`src/rtl/regfile_mp_pkg.sv`:
```
// Shared defaults and state encoding for the multi-port integer register file.
package regfile_mp_pkg;

    localparam int XLEN_DEF  = 32;
    localparam int NREGS_DEF = 32;
    localparam int NRD_DEF   = 2;

    typedef enum logic {
        CLEAR = 1'b0,
        READY = 1'b1
    } rf_state_e;

endpackage

```
`src/rtl/regfile_mp_if.sv`:
```
// Pipeline-to-register-file bus: decode read ports, writeback write port, issue scoreboard, flush.
interface regfile_mp_if
    import regfile_mp_pkg::*;
#(
    parameter int XLEN  = XLEN_DEF,
    parameter int NREGS = NREGS_DEF,
    parameter int NRD   = NRD_DEF
);
    localparam int AW = $clog2(NREGS);

    logic [NRD*AW-1:0]   rd_addr;
    logic [NRD*XLEN-1:0] rd_data;
    logic [NRD-1:0]      rd_busy;
    logic                wr_en;
    logic [AW-1:0]       wr_addr;
    logic [XLEN-1:0]     wr_data;
    logic                busy_set;
    logic [AW-1:0]       busy_addr;
    logic                flush;
    logic                ready;

    modport master (
        output rd_addr, wr_en, wr_addr, wr_data, busy_set, busy_addr, flush,
        input  rd_data, rd_busy, ready
    );

    modport slave (
        input  rd_addr, wr_en, wr_addr, wr_data, busy_set, busy_addr, flush,
        output rd_data, rd_busy, ready
    );

endinterface

```
`src/rtl/regfile_mp_clear_ctrl.sv`:
```
// Clear sequencer: walks every array entry after reset or flush, then raises ready.
// Latency: exactly NREGS edges in CLEAR; ready is a decode of the registered state.
// Backpressure: none; flush is honoured only in READY, so a running clear is never restarted.
module rf_clear_ctrl
    import regfile_mp_pkg::*;
#(
    parameter int NREGS = NREGS_DEF,
    localparam int AW   = $clog2(NREGS)
) (
    input  logic          clk,
    input  logic          reset_n,
    input  logic          flush,
    output logic          ready,
    output logic          clear_we,
    output logic [AW-1:0] clear_addr
);

    localparam logic [AW-1:0] LAST_ADDR = AW'(NREGS - 1);

    rf_state_e     state, state_nxt;
    logic [AW-1:0] clr_cnt, clr_cnt_nxt;

    always_ff @(posedge clk or negedge reset_n) begin
        if (!reset_n) begin
            state   <= CLEAR;
            clr_cnt <= '0;
        end else begin
            state   <= state_nxt;
            clr_cnt <= clr_cnt_nxt;
        end
    end

    always_comb begin
        state_nxt   = state;
        clr_cnt_nxt = clr_cnt;
        clear_we    = 1'b0;
        ready       = 1'b0;
        case (state)
            CLEAR: begin
                clear_we    = 1'b1;
                clr_cnt_nxt = clr_cnt + 1'b1;
                if (clr_cnt == LAST_ADDR) begin
                    state_nxt = READY;
                end
            end
            READY: begin
                ready = 1'b1;
                if (flush) begin
                    state_nxt   = CLEAR;
                    clr_cnt_nxt = '0;
                end
            end
            default: state_nxt = CLEAR;
        endcase
    end

    assign clear_addr = clr_cnt;

endmodule

```
`src/rtl/regfile_mp.sv`:
```
// Multi-read-port register file with write forwarding, hardwired zero and busy scoreboard.
// Latency: 1 cycle address-to-data/busy on every read port; writes forward on the same edge.
// Backpressure: none; writes and busy sets are dropped while ready is low or on a flush edge.
module regfile_mp
    import regfile_mp_pkg::*;
#(
    parameter int XLEN     = XLEN_DEF,
    parameter int NREGS    = NREGS_DEF,
    parameter int NRD      = NRD_DEF,
    parameter bit ZERO_REG = 1'b1,
    localparam int AW      = $clog2(NREGS)
) (
    input  logic         clk,
    input  logic         reset_n,
    regfile_mp_if.slave  rf
);

    logic             ready;
    logic             clear_we;
    logic [AW-1:0]    clear_addr;
    logic [XLEN-1:0]  mem [NREGS];
    logic [NREGS-1:0] busy, busy_nxt;
    logic             wr_acc;
    logic             set_acc;

    rf_clear_ctrl #(.NREGS(NREGS)) u_clear_ctrl (
        .clk        (clk),
        .reset_n    (reset_n),
        .flush      (rf.flush),
        .ready      (ready),
        .clear_we   (clear_we),
        .clear_addr (clear_addr)
    );

    assign rf.ready = ready;

    // A flush edge drops any write or set arriving with it.
    assign wr_acc  = ready && !rf.flush && rf.wr_en
                     && !(ZERO_REG && rf.wr_addr == '0);
    assign set_acc = ready && !rf.flush && rf.busy_set
                     && !(ZERO_REG && rf.busy_addr == '0);

    always_ff @(posedge clk) begin
        if (clear_we) begin
            mem[clear_addr] <= '0;
        end else if (wr_acc) begin
            mem[rf.wr_addr] <= rf.wr_data;
        end
    end

    // Set is applied after the write-clear so it wins on a shared address.
    always_comb begin
        busy_nxt = busy;
        if (ready && rf.flush) begin
            busy_nxt = '0;
        end else begin
            if (wr_acc)  busy_nxt[rf.wr_addr]   = 1'b0;
            if (set_acc) busy_nxt[rf.busy_addr] = 1'b1;
        end
    end

    always_ff @(posedge clk or negedge reset_n) begin
        if (!reset_n) begin
            busy <= '0;
        end else begin
            busy <= busy_nxt;
        end
    end

    for (genvar p = 0; p < NRD; p++) begin : g_rd
        logic [AW-1:0]   addr;
        logic [XLEN-1:0] data_nxt;
        logic [XLEN-1:0] data_q;
        logic            busy_q;

        assign addr = rf.rd_addr[p*AW +: AW];

        always_comb begin
            data_nxt = mem[addr];
            if (!ready || (ZERO_REG && addr == '0)) begin
                data_nxt = '0;
            end else if (wr_acc && rf.wr_addr == addr) begin
                data_nxt = rf.wr_data;
            end
        end

        always_ff @(posedge clk or negedge reset_n) begin
            if (!reset_n) begin
                data_q <= '0;
                busy_q <= 1'b0;
            end else begin
                data_q <= data_nxt;
                busy_q <= busy_nxt[addr];
            end
        end

        assign rf.rd_data[p*XLEN +: XLEN] = data_q;
        assign rf.rd_busy[p]              = busy_q;
    end

endmodule

```
`src/flat_wrapper.sv`:
```
// flat-port wrapper written by rule: the top's interface ports become plain ports
module regfile_mp_flat import regfile_mp_pkg::*;
#(
    parameter int XLEN     = XLEN_DEF,
    parameter int NREGS    = NREGS_DEF,
    parameter int NRD      = NRD_DEF,
    parameter bit ZERO_REG = 1'b1,
    localparam int AW      = $clog2(NREGS)
)
  (clk, reset_n, rf_rd_addr, rf_wr_en, rf_wr_addr, rf_wr_data, rf_busy_set, rf_busy_addr, rf_flush, rf_rd_data, rf_rd_busy, rf_ready);
  regfile_mp_if #(.XLEN(XLEN), .NREGS(NREGS), .NRD(NRD)) rf_i ();
  input  logic clk;
  input  logic reset_n;
  input wire logic [$bits(rf_i.rd_addr)-1:0] rf_rd_addr;
  input wire logic [$bits(rf_i.wr_en)-1:0] rf_wr_en;
  input wire logic [$bits(rf_i.wr_addr)-1:0] rf_wr_addr;
  input wire logic [$bits(rf_i.wr_data)-1:0] rf_wr_data;
  input wire logic [$bits(rf_i.busy_set)-1:0] rf_busy_set;
  input wire logic [$bits(rf_i.busy_addr)-1:0] rf_busy_addr;
  input wire logic [$bits(rf_i.flush)-1:0] rf_flush;
  output wire logic [$bits(rf_i.rd_data)-1:0] rf_rd_data;
  output wire logic [$bits(rf_i.rd_busy)-1:0] rf_rd_busy;
  output wire logic [$bits(rf_i.ready)-1:0] rf_ready;
  assign rf_i.rd_addr = rf_rd_addr;
  assign rf_i.wr_en = rf_wr_en;
  assign rf_i.wr_addr = rf_wr_addr;
  assign rf_i.wr_data = rf_wr_data;
  assign rf_i.busy_set = rf_busy_set;
  assign rf_i.busy_addr = rf_busy_addr;
  assign rf_i.flush = rf_flush;
  assign rf_rd_data = rf_i.rd_data;
  assign rf_rd_busy = rf_i.rd_busy;
  assign rf_ready = rf_i.ready;
  regfile_mp #(.XLEN(XLEN), .NREGS(NREGS), .NRD(NRD), .ZERO_REG(ZERO_REG)) u_core (.clk(clk), .reset_n(reset_n), .rf(rf_i));
endmodule
```
`config.mk`:
```
export PLATFORM = sky130hd
export DESIGN_NAME = regfile_mp_flat
export DESIGN_NICKNAME = d
export VERILOG_FILES = /design/src/rtl/regfile_mp_pkg.sv /design/src/rtl/regfile_mp_if.sv /design/src/rtl/regfile_mp_clear_ctrl.sv /design/src/rtl/regfile_mp.sv /design/src/flat_wrapper.sv
export SDC_FILE = /design/constraint.sdc
export NUM_CORES = 1
export LEC_CHECK = 0
export CORE_MARGIN = 2
export CORE_UTILIZATION = 49
export DETAILED_ROUTE_END_ITERATION = 7
export PLACE_DENSITY = 0.67
export SLEW_MARGIN = 15
export SYNTH_ARGS = -nofsm -noshare
export SYNTH_HDL_FRONTEND = slang
export SYNTH_SLANG_ARGS = --single-unit
```
`constraint.sdc`:
```
create_clock -name clk -period 4.9 [get_ports clk]
set_input_delay 1.47 -clock clk [delete_from_list [all_inputs] [get_ports clk]]
set_output_delay 1.47 -clock clk [all_outputs]
set_load 0.01 [all_outputs]
```
==> impl_metrics.toml <==
[worst_setup_path]
worstPathBufferInverterCount = 4
max_stage_delay_ns = 0.56
crit_path_frequent_cell = "buf_4"
ff2ff_path_depth = 7
required_ns = 5.25
start_kind = "primary input"
r2r_setup_slack_ns = 1.58
worstReg2RegStart = "u_core.u_clear_ctrl.state$_DFF_PN0_"
reg2reg_to = "u_core.mem[5][9]$_DFFE_PP_"
slowest_stage = "nor3_1"
crit_family = "buffers and inverters"
path_cells = "clkdlybuf4s50_1, nor3_1, a21oi_4, buf_4, nor4bb_1, a41oi_1, buf_4, nor2_4, buf_4"
cp-end-kind = "flop"
cp_max_fo = 25
path_class = "primary input to flop"
setup.worst_path.start = "rf_wr_addr[4]"
cp.arrival_ns = 4.26

[logic_synthesis]
ys_seq_elements = 1128
ys.flop_type = "edfxtp_1"
yosys-top-cells-count = "1024 x edfxtp_1, 453 x mux4_2, 298 x mux2i_1"
yosysMostFrequentCell = "edfxtp_1"
syn_nets = 3009
synth.area.top_cells = "edfxtp_1 58%, mux4_2 19%, mux2i_1 5.7%"
synth_cell_types = 66
synth_edf_count = 1024
ys_async_sr_fraction_pct = 9.22
synth_cells = 2950
synth_area_um2 = 52700
avgSynthCellArea_um2 = 17.9
synth-seq-area-share_pct = 63.3
synth_top_area_share_pct = 58.4
yosysWarnings = 0
yosysTopAreaCell = "edfxtp_1"

[final_layout]
layout-drive-gt1-share_pct = 27.8
multiInputGateArea_um2 = 18500
layout.nets = 3221
regArea_um2 = 33400
n_fill_cell = 7972
final_core_util_pct = 57.1
antennaDiodeCount = 0
area_growth_pct = 15.9

[timing]
drv_slew = 0
hold_viol_final = 0
fin_setup_tns_ns = 0
worst_clock_skew_ns = 0.0428
relSlewSlack_pct = 22.7
setup-violations-final = 0
rsz0062_at_grt = "no"
timing.hold.ws_ns = 0.535
tightest_slew_ns = 1.16
timing.fmax_ghz = 0.256
period_share_pct = 79.8
min_period_ns = 3.91

[pwr]
p_int_mw = 18.4
comb_power_share_pct = 17.5
p_clk_share_pct = 34.7
switching_power_mw = 7.03
ir_drop_mv = 0.305
switching_share_pct = 27.6
p_leak_nw = 20.8
power_density_nw_per_um2 = 417
p_seq_share_pct = 47.8

[global_route]
grt_first_pass_wirelength_um = 229000
gr-total-overflow = 0
grt_max_degree = 74
grt_use_total_pct = 28.6
antenna_found_initial = 1
grt_pass1_vias = 32800

[clocking]
clk_latency_ns = 0.72
cts_hold_buf = 0
cts_setup_buffers = 0
cts_tree = "done"
clk_pin_slew_worst_paths_ns = 0.06
clkSinkCount = 1128
h-tree-depth = 3
cts_resized = 0
clockRootBuffer = "clkbuf_16"
clockBufferDepth = 3
cts_inserted_buffers = 114

[die]
fp-row-count = 120
initial_core_util_pct = 49.3
io_pins = 124
core_um2 = 107000
die_h_um = 332
die_w_um = 332
dieArea_um2 = 110000

[drt]
post-route-drc-count = 0
ant_nets = 0
drt_iter0_drc = 4564
routedWlPerCell_um = 34.0
vias = 32600
wirelength_um = 158000
drtPass1Iterations = 6
vias_per_cell = 6.99

[min_path]
worstHoldStart = "u_core.busy[26]$_DFF_PN0_"
hold_depth = 1
holdCritPathClass = "flop to flop"
min_delay_worst_endpoint = "u_core.busy[26]$_DFF_PN0_"

[place]
place_congestion = 0.886
portBuffers = 123
dp_hpwl_um = 93900

[job]
cap_violations = 0

[run_status]
status = "completed"
==> logic make-up after synthesis <==
group,Yosys count,share of synthesized area [%]
AO/OA/AOI/OAI,455,6.13
adder cells (fa/ha/maj),2,0.0475
multiplexers,752,25.1
buffers and inverters,263,2.04
AND/OR/NAND/NOR,336,3.17
XOR/XNOR,14,0.233
flip-flops,1128,63.3
==> layer usage <==
| layer | track usage (%) | vias up | part of all wire (%) |
|---|---|---|---|
| met5 | 0 | - | 0 |
| met4 | 9.19 | 0 | 3.2 |
| met3 | 5.53 | 346 | 10 |
| met2 | 45.0 | 2198 | 47 |
| met1 | 40.6 | 17100 | 39 |
| li1 | - | 12900 | - |
==> how the worst max path moves through the flow <==
stage                     slack, ns  cells after the start                                  to
after floorplan                0.38                      7         u_core.mem[28][0]$_DFFE_PP_
after global placement         0.47                      9         u_core.mem[5][12]$_DFFE_PP_
after detailed placement       0.41                      9        u_core.mem[24][15]$_DFFE_PP_
after CTS                      1.14                      9        u_core.mem[24][20]$_DFFE_PP_
after global routing           0.94                     10  u_core.g_rd[0].data_q[9]$_DFF_PN0_
final                          0.99                      9        u_core.mem[24][20]$_DFFE_PP_
==> power by group through the flow <==
stage | combinational (mW) | sequential (mW) | clock (mW)
after CTS | 4.44 | 12.1 | 8.93
after global routing | 4.63 | 12.3 | 9.30
after detailed placement | 4.41 | 12.3 | 0
after floorplan | 2.29 | 12.1 | 0
after global placement | 4.34 | 12.2 | 0
final | 4.46 | 12.2 | 8.83
==> state kept, by name, indices dropped and copies added (netlist names) <==
signal / cells
u_core.busy: 32
u_core.u_clear_ctrl.clear_addr: 5
u_core.g_rd.data_q: 64
u_core.u_clear_ctrl.state: 1
u_core.mem: 1024
u_core.g_rd.busy_q: 2
==> placed cells by master, fill, tap and decap left out, drive strengths merged, types with 5 or more instances in the layout <==
master	instances
bufinv	12
a22oi	65
nand2b	5
nand4b	6
clkdlybuf4s50	113
nand4	7
xnor2	6
or3	6
clkinvlp	9
nand2	95
clkbuf	144
and2	37
o21ai	145
nor3	10
buf	231
inv	20
clkinv	41
edfxtp	1024
o211ai	21
nor2	87
mux2i	298
mux4	453
nand4bb	5
a31oi	8
a211oi	34
dfrtp	104
a221oi	128
xor2	8
nor2b	7
o31ai	5
nand3	45
a21oi	14
==> layout make-up <==
| type | count | area share (%) |
|---|---|---|
| sequential | 1128 | 54.6 |
| tap | 1403 | 2.88 |
| clock inverter | 67 | 1.24 |
| inverter | 15 | 0.0943 |
| timing repair buffer | 344 | 5.85 |
| multi-input combinational | 1559 | 30.4 |
| clock buffer | 144 | 4.94 |
==> stage by stage <==
step	setup WS (ns)	total power, mW	area [µm²]	std cells
floorplan	0.380	14.4	52700	2950
global placement	0.466	16.6	57300	4449
detailed placement	0.405	16.8	57300	4449
CTS	1.14	25.5	61000	4660
global route	0.940	26.2	61000	4660
finish	0.988	25.5	61000	4660
==> worst reg2reg max path, stage by stage (launching register included) <==
cell,delay [ns]
dfrtp_1,0.85
nor2b_1,0.26
nand2_1,0.11
a21oi_4,0.39
buf_4,0.43
a31oi_1,0.42
nor2_4,0.22
buf_12,0.31
No activity file was read; power rests on OpenSTA's default activity.
